$ cat config.mk
export PLATFORM = sky130hd
export DESIGN_NAME = l1_mem_bridge
export DESIGN_NICKNAME = d
export VERILOG_FILES = /design/src/rtl/l1_mem_bridge_pkg.sv /design/src/rtl/river_cfg_pkg.sv /design/src/rtl/l1_mem_bridge.sv
export SDC_FILE = /design/constraint.sdc
export NUM_CORES = 1
export LEC_CHECK = 0
export ABC_AREA = 1
export CORE_AREA = 4 4 297 299
export CTS_CLUSTER_DIAMETER = 80
export CTS_CLUSTER_SIZE = 30
export DETAILED_ROUTE_END_ITERATION = 6
export DIE_AREA = 0 0 301 303
export PLACE_DENSITY = 0.57
export SLEW_MARGIN = 40
export SYNTH_ARGS = -nofsm -noshare
export SYNTH_HDL_FRONTEND = slang
export SYNTH_SLANG_ARGS = --single-unit
export TNS_END_PERCENT = 20
$ cat constraint.sdc
create_clock -name i_clk -period 13.7 [get_ports i_clk]
set_input_delay 2.74 -clock i_clk [delete_from_list [all_inputs] [get_ports i_clk]]
set_output_delay 2.74 -clock i_clk [all_outputs]
set_load 0.05 [all_outputs]
$ cat src/rtl/l1_mem_bridge_pkg.sv
// Local types for the L1 to system bus bridge.
// State encoding, beat counter width, cached beat size.
package l1_mem_bridge_pkg;

  typedef enum logic [2:0] {
    ST_IDLE,
    ST_ADDR,
    ST_WDATA,
    ST_RDATA,
    ST_BRESP,
    ST_RESP
  } state_e;

  // Wide enough for any o_a_len value.
  localparam int BEAT_CNT_BITS = 8;

  // Cached bursts always move full 64-bit beats.
  localparam logic [2:0] CACHED_BEAT_SIZE = 3'd3;

endpackage

$ cat src/rtl/river_cfg_pkg.sv
// Shared River CPU configuration constants.
// Memory request type bit positions and address/beat widths.
package river_cfg_pkg;

  localparam int CFG_CPU_ADDR_BITS = 32;

  localparam int REQ_MEM_TYPE_BITS   = 3;
  localparam int REQ_MEM_TYPE_WRITE  = 0;
  localparam int REQ_MEM_TYPE_CACHED = 1;
  localparam int REQ_MEM_TYPE_UNIQUE = 2;

  localparam int L1CACHE_BEAT_BITS  = 64;
  localparam int L1CACHE_LINE_BEATS = 4;

endpackage

$ cat src/rtl/l1_mem_bridge.sv
// L1 cache memory request to burst bus bridge, one transaction in flight.
// Ports: i_req_*/o_req_ready request in; o_resp_* one-cycle response out;
//   o_a_*/i_a_ready address channel; o_w_*/i_w_ready write beats;
//   i_r_* read beats (RDATA only); i_b_* write response (BRESP only).
module l1_mem_bridge
  import river_cfg_pkg::*;
  import l1_mem_bridge_pkg::*;
#(
  parameter int line_beats = L1CACHE_LINE_BEATS
) (
  input  logic                          i_clk,
  input  logic                          i_rst,
  input  logic                          i_req_valid,
  output logic                          o_req_ready,
  input  logic                          i_req_path,
  input  logic [REQ_MEM_TYPE_BITS-1:0]  i_req_type,
  input  logic [2:0]                    i_req_size,
  input  logic [CFG_CPU_ADDR_BITS-1:0]  i_req_addr,
  input  logic [8*line_beats-1:0]       i_req_strob,
  input  logic [64*line_beats-1:0]      i_req_data,
  output logic                          o_resp_valid,
  output logic                          o_resp_path,
  output logic [64*line_beats-1:0]      o_resp_data,
  output logic                          o_resp_load_fault,
  output logic                          o_resp_store_fault,
  output logic                          o_a_valid,
  input  logic                          i_a_ready,
  output logic                          o_a_write,
  output logic [CFG_CPU_ADDR_BITS-1:0]  o_a_addr,
  output logic [7:0]                    o_a_len,
  output logic [2:0]                    o_a_size,
  output logic                          o_w_valid,
  input  logic                          i_w_ready,
  output logic [63:0]                   o_w_data,
  output logic [7:0]                    o_w_strb,
  input  logic                          i_r_valid,
  input  logic [63:0]                   i_r_data,
  input  logic                          i_r_err,
  input  logic                          i_b_valid,
  input  logic                          i_b_err
);

  localparam int LINE_BYTES = 8 * line_beats;
  localparam int OFF_BITS   = $clog2(LINE_BYTES);
  localparam int IDX_BITS   = (line_beats > 1) ? $clog2(line_beats) : 1;

  typedef logic [line_beats-1:0][63:0] line_t;
  typedef logic [line_beats-1:0][7:0]  strb_t;

  state_e                         state_q, state_d;
  logic [BEAT_CNT_BITS-1:0]       cnt_q, cnt_d;
  logic                           err_q, err_d;
  line_t                          line_q, line_d;
  logic                           path_q, path_d;
  logic [REQ_MEM_TYPE_BITS-1:0]   type_q, type_d;
  logic [2:0]                     size_q, size_d;
  logic [CFG_CPU_ADDR_BITS-1:0]   addr_q, addr_d;
  strb_t                          strob_q, strob_d;

  logic                           cached;
  logic                           write;
  logic [7:0]                     a_len;
  logic [IDX_BITS-1:0]            beat_idx;
  logic [IDX_BITS-1:0]            uc_idx;
  logic                           last_beat;
  logic                           unused_type;

  assign cached = type_q[REQ_MEM_TYPE_CACHED];
  assign write  = type_q[REQ_MEM_TYPE_WRITE];
  assign a_len  = cached ? 8'(line_beats - 1) : 8'd0;

  // The unique hint only matters to coherent fabrics.
  assign unused_type = type_q[REQ_MEM_TYPE_UNIQUE];

  assign beat_idx  = cnt_q[IDX_BITS-1:0];
  assign last_beat = (cnt_q == a_len);

  // Uncached accesses live in the line word selected by the address.
  generate
    if (line_beats > 1) begin : g_idx
      assign uc_idx = addr_q[IDX_BITS+2:3];
    end else begin : g_idx1
      assign uc_idx = '0;
    end
  endgenerate

  always_ff @(posedge i_clk or posedge i_rst) begin
    if (i_rst) begin
      state_q <= ST_IDLE;
      cnt_q   <= '0;
      err_q   <= 1'b0;
      line_q  <= '0;
      path_q  <= 1'b0;
      type_q  <= '0;
      size_q  <= '0;
      addr_q  <= '0;
      strob_q <= '0;
    end else begin
      state_q <= state_d;
      cnt_q   <= cnt_d;
      err_q   <= err_d;
      line_q  <= line_d;
      path_q  <= path_d;
      type_q  <= type_d;
      size_q  <= size_d;
      addr_q  <= addr_d;
      strob_q <= strob_d;
    end
  end

  always_comb begin
    state_d = state_q;
    cnt_d   = cnt_q;
    err_d   = err_q;
    line_d  = line_q;
    path_d  = path_q;
    type_d  = type_q;
    size_d  = size_q;
    addr_d  = addr_q;
    strob_d = strob_q;
    unique case (state_q)
      ST_IDLE: begin
        if (i_req_valid) begin
          path_d  = i_req_path;
          type_d  = i_req_type;
          size_d  = i_req_size;
          addr_d  = i_req_addr;
          strob_d = i_req_strob;
          line_d  = i_req_data;
          cnt_d   = '0;
          err_d   = 1'b0;
          state_d = ST_ADDR;
        end
      end
      ST_ADDR: begin
        if (i_a_ready) begin
          cnt_d   = '0;
          state_d = write ? ST_WDATA : ST_RDATA;
        end
      end
      ST_WDATA: begin
        if (i_w_ready) begin
          if (last_beat) begin
            state_d = ST_BRESP;
          end else begin
            cnt_d = cnt_q + 1'b1;
          end
        end
      end
      ST_RDATA: begin
        if (i_r_valid) begin
          // Uncached data is mirrored so any word select sees it.
          if (cached) begin
            line_d[beat_idx] = i_r_data;
          end else begin
            line_d = {line_beats{i_r_data}};
          end
          err_d = err_q | i_r_err;
          if (last_beat) begin
            state_d = ST_RESP;
          end else begin
            cnt_d = cnt_q + 1'b1;
          end
        end
      end
      ST_BRESP: begin
        if (i_b_valid) begin
          err_d   = i_b_err;
          state_d = ST_RESP;
        end
      end
      ST_RESP: begin
        state_d = ST_IDLE;
      end
      default: begin
        state_d = ST_IDLE;
      end
    endcase
  end

  assign o_req_ready = (state_q == ST_IDLE);

  assign o_a_valid = (state_q == ST_ADDR);
  assign o_a_write = write;
  assign o_a_addr  = cached
                   ? {addr_q[CFG_CPU_ADDR_BITS-1:OFF_BITS],
                      {OFF_BITS{1'b0}}}
                   : addr_q;
  assign o_a_len   = a_len;
  assign o_a_size  = cached ? CACHED_BEAT_SIZE : size_q;

  assign o_w_valid = (state_q == ST_WDATA);
  assign o_w_data  = cached ? line_q[beat_idx] : line_q[uc_idx];
  assign o_w_strb  = cached ? 8'hFF : strob_q[uc_idx];

  assign o_resp_valid       = (state_q == ST_RESP);
  assign o_resp_path        = path_q;
  assign o_resp_data        = line_q;
  assign o_resp_load_fault  = o_resp_valid & err_q & ~write;
  assign o_resp_store_fault = o_resp_valid & err_q & write;

endmodule

# Word-level counts from Yosys, hierarchy flattened
# Cells that the tools add are included.
# Widths: inputs -> output; s select.
# totals
ff_bits,338
input_bits,400
# op_classes
bitwise,5
eq_ne,13
reduce_logical,10
n_lt_le_gt_ge,3
add_sub_neg,1
muxes,37
# op_table
op,count
$mux 256,3
$pmux 256 s2,1
$bmux 64 s2,2
$bwmux 256,1
$mux 64,4
$demux 64 s2,1
$mux 8,7
$pmux 8 s4,1
$mux 3,8
$bmux 8 s2,1
$pmux 3 s5,1
$add 8x1->8 const B,1
$eq 8x2->1,1
$ne 2x2->1 const B,4
$reduce_and 7->1,1
$eq 3x2->1 const B,2
$eq 3x3->1 const B,2
$lt 2x3->1 const B,2
$ne 2x1->1 const B,3
$mux 5,1
$reduce_and 5->1,1
$mux 1,4
$reduce_and 4->1,1
$reduce_bool 4->1,1
13 further kinds,15

# Logic depth before layout (Yosys ltp)
# Gate-level depths: netlist (run 1).
# depth
word_depth,8
mapped_depth,12
depth_no_buf,9

# Worst setup path before layout (run 1)
# OpenSTA, ideal clock, no wires.
# synth_path
path_kind,flip-flop to output port
start,register state_q[2]
end,output o_resp_load_fault
t_required_ns,10.960
path_buffers,1
path_stages_with_launch,6
path_slack_ns,8.417
arrival_time_ns,2.543
path_cell_list,dfrtp_1 > buf_2 > inv_1 > nor3_1 > nand2_1 > nor2_1
# synth_via
elab_chain_len,3
# synth_lines
item,line,text
"start, declared",l1_mem_bridge.sv:50,"state_e state_q, state_d;"
"start signal, assigned",l1_mem_bridge.sv:99,state_q <= state_d;
$eq 3x3->1,l1_mem_bridge.sv:196,assign o_resp_valid = (state_q == ST_RESP);
net o_resp_valid,l1_mem_bridge.sv:21,"output logic o_resp_valid,"
$and 1x1->1 (2 in a row),l1_mem_bridge.sv:199,assign o_resp_load_fault = o_resp_valid & err_q & ~write;
"end, declared",l1_mem_bridge.sv:24,"output logic o_resp_load_fault,"
# The timed path passes the listed nets, and every way through them passes these cells.

# Worst setup path after layout (run 1)
# layout_path
start,register type_q[1]
end,output o_w_data[63]
# layout_via
elab_chain_len,1
# layout_lines
item,line,text
"start, declared",l1_mem_bridge.sv:55,"logic [REQ_MEM_TYPE_BITS-1:0] type_q, type_d;"
"start signal, assigned",l1_mem_bridge.sv:104,type_q <= type_d;
$mux 64,l1_mem_bridge.sv:193,assign o_w_data = cached ? line_q[beat_idx] : line_q[uc_idx];
"end, declared",l1_mem_bridge.sv:34,"output logic [63:0] o_w_data,"
# No other way between the ends.

==> results of run 1 <==
cell families (layout without fill, tap and decap cells):
group,Yosys count,count (layout),share of synthesized area
xor+xnor,1,1,0.0004347
fa+ha+maj,4,4,0.002484
compound gates,809,809,0.2027
mux,318,318,0.1618
simple gates,715,715,0.1364
buf+inv,330,940,0.07625
flops,338,338,0.4197
other cells,1,10,0.0001861
synth_stat cells, types with 2 or more instances:
| library cell | instances | area [µm²] |
|---|---|---|
| a21oi_1 | 141 | 705.7 |
| buf_1 | 27 | 101.4 |
| buf_2 | 61 | 305.3 |
| buf_4 | 34 | 255.2 |
| buf_6 | 12 | 135.1 |
| clkbuf_1 | 98 | 367.9 |
| clkbuf_2 | 3 | 15.01 |
| dfrtp_1 | 338 | 8458 |
| ha_1 | 4 | 50.05 |
| inv_1 | 94 | 352.8 |
| mux2_2 | 62 | 698.2 |
| mux2i_1 | 256 | 2562 |
| nand2_1 | 511 | 1918 |
| nand3_1 | 12 | 60.06 |
| nand3b_1 | 2 | 15.01 |
| nand4_1 | 4 | 25.02 |
| nor2_1 | 175 | 656.9 |
| nor3_1 | 3 | 15.01 |
| nor3b_1 | 2 | 15.01 |
| o21ai_0 | 560 | 2803 |
| o21ai_1 | 98 | 490.5 |
| o221ai_1 | 8 | 70.07 |
| or2_2 | 4 | 25.02 |
area by class of cell:
class	count	area [µm²]
antenna	4	10.01
clock buffer	29	691.9
clock inverter	19	277.8
fill	9009	55650
inverter	95	370.4
multi-input combinational	1853	10250
sequential	338	8477
tap	1144	1431
timing repair buffer	797	7995
through the flow:
step / hold slack (ns) / power [mW] / instances / util
floorplan: 0.4706 / 6.091 / 2521 / -
global placement: 0.4798 / 8.307 / 4225 / 0.3336
detailed placement: 0.4868 / 8.356 / 4226 / 0.3345
CTS: 0.5086 / 9.291 / 4274 / 0.3459
global route: 0.5199 / 9.761 / 4279 / 0.3465
finish: 0.5058 / 9.203 / 4279 / 0.3465
how the worst max path moves through the flow:
stage                                from                            to  slack [ns]  depth (start not counted)
global placement              i_req_valid  o_resp_data[111]$_DFFE_PP0P_        7.31                          6
CTS                 type_q[1]$_DFFE_PP0P_                  o_w_data[63]        6.63                          5
floorplan                           i_rst         addr_q[0]$_DFFE_PP0P_        1.59                          1
detailed placement  type_q[1]$_DFFE_PP0P_                  o_w_data[63]        7.32                          5
finish              type_q[1]$_DFFE_PP0P_                  o_w_data[63]        6.73                          5
global route        type_q[1]$_DFFE_PP0P_                  o_w_data[63]        6.59                          5
metal layers:
| layer | vias up | GRT usage |
|---|---|---|
| met2 | 773 | 0.3211 |
| met5 | - | 0 |
| li1 | 9691 | - |
| met3 | 131 | 0.04687 |
| met4 | 8 | 0.05971 |
| met1 | 9612 | 0.2265 |
registers in the layout, summed over array words and instances (netlist names):
name / count
addr_q: 32
cnt_q: 8
err_q: 1
o_resp_data: 256
o_resp_path: 1
size_q: 3
state_q: 3
strob_q: 32
type_q: 2
power groups by stage:
stage	sequential (mW)	clock, mW	combinational (mW)
6_report	2.03	0.894	6.28
5_1_grt	2.11	0.958	6.69
4_1_cts	2.04	0.928	6.33
3_5_place_dp	2.05	0	6.31
3_3_place_gp	2.04	0	6.27
2_1_floorplan	3.07	0	3.02
critical path: stages, from the launching register on:
cell and delay, ns:
dfrtp_4 0.90, clkinv_2 0.88, buf_4 0.62, a21oi_1 0.20
or2_2 0.12, clkdlybuf4s50_1 0.82
==> impl_metrics.tcl, run 1 <==
set metrics [dict create \
    cts_made_buffers 26 \
    placed_area_um2 28480 \
    p_sw_frac 0.5773 \
    internal_power_mw 3.891 \
    tightest_slew_ns 0.9011 \
    port_buffers 771 \
    place_congestion 0.8267 \
    num_rows 107 \
    hold_class "reg -> reg" \
    die_h_um 303 \
    yosys_warnings 0 \
    drc 0 \
    final_common_cell "clkdlybuf4s50_1" \
    p_leak_nw 11.78 \
    crit_path_start_kind "register" \
    min_path_cells 1 \
    place_ws_ns 7.323 \
    cts_tree "done" \
    clkPwrFrac 0.097 \
    period_minus_slack_ns 6.966 \
    relSlewSlack 0.3992 \
    synth-main-ff-cell "dfrtp_1" \
    avgViaCountPerCell 4.724 \
    cts.repair.resized 0 \
    met3WireLength_um 7273 \
    drtIter0Drc 1312 \
    grt_overflow 0 \
    cts_root_buf "clkbuf_16" \
    clk_pin_slew_ns 0.08 \
    p_per_area_nw_per_um2 312.0 \
    coreArea_um2 85150 \
    max_cap_violations 0 \
    rsz0062_at_grt "no" \
    route.met2.wl_um 43900 \
    wl_met1_um 35590 \
    p_seq_frac 0.221 \
    crit_fanout 48 \
    rr_startpoint "type_q[1]$_DFFE_PP0P_" \
    cp_data_required_time_ns 10.96 \
    dieArea_um2 91200 \
    ir_drop_mv 0.1445 \
    clockBufferDepth 3 \
    layout-drive-gt1-share 0.05046 \
    syn_area_per_cell_um2 8.009 \
    timing.final.ws_setup_ns 6.734 \
    min_from "strob_q[0]$_DFFE_PP0P_" \
    ys_seq_area_frac 0.4197 \
    fin_worst_skew_ns 0.02187 \
    synth_area_um2 20150 \
    ctsHoldBuffers 0 \
    mostFrequentLayoutCells "771 x clkdlybuf4s50_1, 560 x o21ai_0, 506 x nand2_1, 333 x dfrtp_1, 256 x mux2i_1" \
    grt_pass1_vias 19640 \
    grt_use_total 0.1856 \
    areaGrowthSynthToFinish_pct 46.40 \
    top_layer_used "met5" \
    initial_core_util 0.2367 \
    routed_wl_um 89430 \
    worstHoldEndpoint "strob_q[0]$_DFFE_PP0P_" \
    synth_edf_count 0 \
    max_freq_mhz 143.6 \
    hold_violations 0 \
    ys_ff_latch 338 \
    power.switching_mw 5.313 \
    ant_nets 0 \
    detail_route.wl_per_cell_um 20.90 \
    end_kind "output port" \
    cts.sinks 338 \
    r2r-end "o_resp_data[220]$_DFFE_PP0P_" \
    status "complete, no violations" \
    setup_viol 0 \
    combPwrFrac 0.682 \
    h-tree-depth 1 \
    nNetsFinal 3515 \
    slew_viol_final 0 \
    tns_ns 0 \
    num_vias 20220 \
    post-cts-setup-buffers 0 \
    die_w_um 301 \
    r2r_slack_ns 9.33 \
    min_period_over_period 0.5085 \
    arrival_ns 4.23 \
    r2r_cells 7 \
    antenna_found_initial 9 \
    hpwl_um 63530 \
    async_flop_share 1.000 \
    grt_pass1_wl_um 130400 \
    worstSkewPairLatency_ns 0.61 \
    first_pass_iters 6 \
    design_area_um2 29500 \
    grt_max_degree 139 \
    synth_cell_types 30 \
    worstSetupPathType "reg -> out" \
    syn-instance-count 2516 \
    ios 779 \
]
Note: power is estimated with default switching activity, not from simulation.
==> run 2, diff against run 1 <==
==> constraint.sdc (replaced) <==
create_clock -name i_clk -period 6.7 [get_ports i_clk]
set_input_delay 1.34 -clock i_clk [delete_from_list [all_inputs] [get_ports i_clk]]
set_output_delay 1.34 -clock i_clk [all_outputs]
set_load 0.05 [all_outputs]
==> impl_metrics.tcl, run 2 (synthesis results as in run 1) <==
set metrics [dict create \
    status "complete, no violations" \
    layout-drive-gt1-share 0.05256 \
    worstSkewPairLatency_ns 0.61 \
    tns_ns 0 \
    ant_nets 0 \
    mostFrequentLayoutCells "771 x clkdlybuf4s50_1, 560 x o21ai_0, 506 x nand2_1, 333 x dfrtp_1, 256 x mux2i_1" \
    grt_max_degree 197 \
    die_h_um 303 \
    worstSetupPathType "reg -> out" \
    setup_viol 0 \
    end_kind "output port" \
    cp_data_required_time_ns 5.36 \
    rr_startpoint "state_q[0]$_DFFE_PP0P_" \
    fill_cells 8972 \
    drtIter0Drc 1328 \
    cts.repair.resized 0 \
    grt_use_total 0.1854 \
    num_rows 107 \
    p_per_area_nw_per_um2 639.1 \
    detail_route.wl_per_cell_um 20.86 \
    crit_fanout 49 \
    grt_pass1_wl_um 129800 \
    grt_overflow 0 \
    post-cts-setup-buffers 0 \
    drc 0 \
    r2r_slack_ns 3.34 \
    die_w_um 301 \
    initial_core_util 0.2367 \
    period_minus_slack_ns 5.112 \
    rsz0062_at_grt "no" \
    ctsHoldBuffers 0 \
    nNetsFinal 3520 \
    hold_class "reg -> reg" \
    h-tree-depth 1 \
    max_freq_mhz 195.6 \
    place_congestion 0.8012 \
    cts_root_buf "clkbuf_16" \
    ios 779 \
    slew_viol_final 0 \
    min_period_over_period 0.7630 \
    avgViaCountPerCell 4.708 \
    routed_wl_um 89380 \
    clockBufferDepth 3 \
    fin_worst_skew_ns 0.03283 \
    arrival_ns 3.77 \
    tightest_slew_ns 0.8593 \
    hpwl_um 64070 \
    largest_reg_flops 256 \
    first_pass_iters 5 \
    antenna_found_initial 12 \
    max_cap_violations 0 \
    clk_pin_slew_ns 0.08 \
    areaGrowthSynthToFinish_pct 47.32 \
    cts_tree "done" \
    min_from "strob_q[6]$_DFFE_PP0P_" \
    coreArea_um2 85150 \
    relSlewSlack 0.4271 \
    cts.sinks 338 \
    crit_start "addr_q[3]$_DFFE_PP0P_" \
    cts_made_buffers 29 \
    grt_pass1_vias 19290 \
    ir_drop_mv 0.4126 \
    crit_path_start_kind "register" \
    port_buffers 771 \
    hold_violations 0 \
    utilization 0.3486 \
    dieArea_um2 91200 \
    power_mw 18.97 \
    final_common_cell "clkdlybuf4s50_1" \
    num_vias 20170 \
    p_leak_nw 11.85 \
]
==> run 2: changes by cell type in the layout (fill, tap and decap cells not counted), sizes merged <==
cell and delta:
buf +2, clkinv -1, diode -2, inv +3
clkbuf +1, clkinvlp +3
==> run 2: power by group <==
group	switching, mW	internal, mW
sequential	1.09	3.03
clock	0.957	0.960
combinational	8.86	4.08
==> run 2: per-layer routing <==
metal	vias to the layer above	routed length (µm)	GRT usage
li1	9711	-	-
met1	9561	34770	0.2221
met2	772	44680	0.3282
met3	114	7907	0.05388
met4	14	1937	0.04311
met5	-	92	0
==> run 2: worst max-delay path, cell delays in order (launching register included) <==
cell             delay [ns]
dfrtp_4                0.71
inv_4                  0.69
buf_4                  0.42
nor2_1                 0.06
o21ai_0                0.15
nand2_1                0.07
nand2_1                0.14
clkdlybuf4s50_1        0.86
==> run 2: cell type report <==
class / instances / area, µm² / share of cell area
multi-input cells: 1853 / 10230 / 0.3446
flip-flops and latches: 338 / 8477 / 0.2856
repair buffers: 799 / 8122 / 0.2736
well taps: 1144 / 1431 / 0.04822
clock inverters: 24 / 321.6 / 0.01083
diodes: 2 / 5.005 / 0.0001686
clock buffers: 30 / 729.5 / 0.02457
inverters: 95 / 370.4 / 0.01248
==> run 2: final timing paths <==
check	depth (start not counted)	end
setup / recovery	7	o_w_data[18]
hold / removal	1	strob_q[6]$_DFFE_PP0P_
setup reg to reg	7	o_resp_data[42]$_DFFE_PP0P_
hold reg to reg	1	strob_q[6]$_DFFE_PP0P_
max in group asynchronous	5	o_resp_data[239]$_DFFE_PP0P_
min in group asynchronous	2	o_resp_data[11]$_DFFE_PP0P_
==> run 2: metrics by stage <==
stage | hold slack, ns | area, µm² | cells | worst slack (ns)
finish | 0.5046 | 29690 | 4285 | 1.588
global route | 0.5180 | 29680 | 4283 | 1.319
CTS | 0.5060 | 29630 | 4281 | 1.483
detailed placement | 0.4870 | 28570 | 4227 | 2.163
global placement | 0.4803 | 28530 | 4226 | 2.131
floorplan | 0.4706 | 20170 | 2521 | 0.8414
==> run 3, diff against run 2 <==
--- a/config.mk
+++ b/config.mk
@@ -11,7 +11,7 @@
 export CTS_CLUSTER_SIZE = 30
 export DETAILED_ROUTE_END_ITERATION = 6
 export DIE_AREA = 0 0 301 303
-export PLACE_DENSITY = 0.57
+export PLACE_DENSITY = 0.59
 export SLEW_MARGIN = 40
 export SYNTH_ARGS = -nofsm -noshare
 export SYNTH_HDL_FRONTEND = slang
==> constraint.sdc (replaced) <==
create_clock -name i_clk -period 4.2 [get_ports i_clk]
set_input_delay 0.84 -clock i_clk [delete_from_list [all_inputs] [get_ports i_clk]]
set_output_delay 0.84 -clock i_clk [all_outputs]
set_load 0.05 [all_outputs]
==> impl_metrics.tcl, run 3 (synthesis results as in run 1) <==
set metrics [dict create \
    status "finished, violations left" \
    violations "design-rule violations" \
    grt_overflow 0 \
    hold_violations 0 \
    clockBufferDepth 3 \
    detail_route.wl_per_cell_um 20.69 \
    h-tree-depth 1 \
    r2r_slack_ns 1.18 \
    grt_max_degree 109 \
    fin_worst_skew_ns 0.04691 \
    grt_pass1_vias 19900 \
    routed_wl_um 89170 \
    die_h_um 303 \
    grt_pass1_wl_um 129700 \
    port_buffers 771 \
    min_path_cells 1 \
    max_cap_violations 0 \
    min_from "addr_q[16]$_DFFE_PP0P_" \
    place_ws_ns 0.7460 \
    rr_startpoint "cnt_q[1]$_DFFE_PP0P_" \
    first_pass_iters 7 \
    die_w_um 301 \
    clk_pin_slew_ns 0.10 \
    avgViaCountPerCell 4.691 \
    dp.cells 4253 \
    hpwl_um 65440 \
    max_freq_mhz 251.9 \
    cts_tree "done" \
    ctsHoldBuffers 0 \
    ios 779 \
    cts_root_buf "clkbuf_16" \
    areaGrowthSynthToFinish_pct 48.05 \
    worstSetupPathType "reg -> out" \
    num_vias 20210 \
    hold_class "reg -> reg" \
    drc 2 \
    end_kind "output port" \
    worstPathCellList "inv_6, buf_12, nor2_1, o21ai_0, nand2_1, nand2_1, clkdlybuf4s50_1" \
    slew_viol_final 0 \
    nNetsFinal 3542 \
    p_leak_nw 11.96 \
    final_common_cell "clkdlybuf4s50_1" \
    ant_nets 0 \
    mostFrequentLayoutCells "770 x clkdlybuf4s50_1, 560 x o21ai_0, 506 x nand2_1, 333 x dfrtp_1, 256 x mux2i_1" \
    cp_data_required_time_ns 3.36 \
    crit_path_start_kind "register" \
    p_per_area_nw_per_um2 1012 \
    arrival_ns 3.13 \
    cts.sinks 338 \
    register_area_um2 8477 \
    fill_cells 8954 \
    r2r-end "o_resp_data[45]$_DFFE_PP0P_" \
    ir_drop_mv 0.5194 \
    antenna_found_initial 5 \
    worst_path_max_delay_cell "clkdlybuf4s50_1" \
    num_rows 107 \
    r2r_cells 8 \
    final_cell_count_no_fill 4309 \
    relSlewSlack 0.3652 \
    worstHoldEndpoint "addr_q[16]$_DFFE_PP0P_" \
    grt_use_total 0.1847 \
    drtIter0Drc 1269 \
    layout-drive-gt1-share 0.05890 \
    tightest_slew_ns 0.9493 \
    setup_viol 0 \
    crit_fanout 36 \
    critPathMaxStageDelay_ns 0.85 \
    period_minus_slack_ns 3.970 \
    min_period_over_period 0.9452 \
    place_congestion 0.8181 \
    initial_core_util 0.2367 \
    largest_reg_flops 256 \
    multi_input_area_um2 10210 \
    coreArea_um2 85150 \
    cts_made_buffers 27 \
    dieArea_um2 91200 \
    worstSkewPairLatency_ns 0.62 \
    rsz0062_at_grt "no" \
    timing.final.ws_setup_ns 0.2300 \
    path_common_cell "nand2_1" \
]
==> run 3: cell types whose count changed in the layout (fill, tap and decap cells not counted), sizes merged, moves of 2 or more <==
| cell | delta |
|---|---|
| buf | +25 |
| diode | +5 |
| bufinv | -3 |
| clkinv | +2 |
| clkinvlp | -2 |
==> run 3: cell type report <==
class / instances / area share
Clock inverter: 20 / 0.008640
Sequential cell: 338 / 0.2842
Clock buffer: 29 / 0.02357
Inverter: 95 / 0.01241
Antenna cell: 7 / 0.0005872
Timing Repair Buffer: 823 / 0.2803
Tap cell: 1144 / 0.04798
Multi-Input combinational cell: 1853 / 0.3423
==> run 3: metrics by stage <==
| step | TNS [ns] | hold slack [ns] | cell area (µm²) | utilization | total power, mW |
|---|---|---|---|---|---|
| 3_5_place_dp | 0 | 0.4911 | 28850 | 0.3388 | 27.49 |
| 2_1_floorplan | -391.60 | 0.4706 | 20170 | - | 19.87 |
| 6_report | 0 | 0.5063 | 29830 | 0.3504 | 30.18 |
| 4_1_cts | 0 | 0.5104 | 29810 | 0.3501 | 30.44 |
| 3_3_place_gp | 0 | 0.4804 | 28840 | 0.3388 | 27.36 |
| 5_1_grt | 0 | 0.5254 | 29820 | 0.3502 | 31.99 |
==> run 3: repair_timing <==
item / 4_1_cts / 5_1_grt
resized for setup: 0 / 1
setup buffers: 0 / 0
setup endpoints to repair: 0 / 9
==> run 3: how the worst max path moves through the flow <==
| stage | endpoint | start | depth (start not counted) |
|---|---|---|---|
| floorplan | addr_q[0]$_DFFE_PP0P_ | i_rst | 1 |
| global placement | o_w_data[26] | addr_q[3]$_DFFE_PP0P_ | 7 |
| detailed placement | o_w_data[26] | addr_q[3]$_DFFE_PP0P_ | 7 |
| CTS | o_w_data[28] | addr_q[3]$_DFFE_PP0P_ | 7 |
| global route | o_w_data[9] | addr_q[3]$_DFFE_PP0P_ | 7 |
| finish | o_w_data[9] | addr_q[3]$_DFFE_PP0P_ | 7 |
==> run 3: power by group <==
part | internal, mW | switching, mW
clock | 1.31 | 1.53
combinational | 6.63 | 14.3
sequential | 4.83 | 1.57
total | 12.8 | 17.4
==> run 3: per-layer routing <==
metal,up-vias,track usage,share of wire
li1,9743,-,-
met5,-,0,0
met4,0,0.05084,0.029
met1,9645,0.2206,0.39
met3,109,0.04687,0.077
met2,716,0.3292,0.50
==> run 3: worst max-delay path: cells and delay by family, from the launching register on <==
family	cells	cell delay [ns]
AO/OA/AOI/OAI	1	0.17
AND/OR/NAND/NOR	3	0.21
flip-flops	1	0.58
buffers and inverters	3	1.50
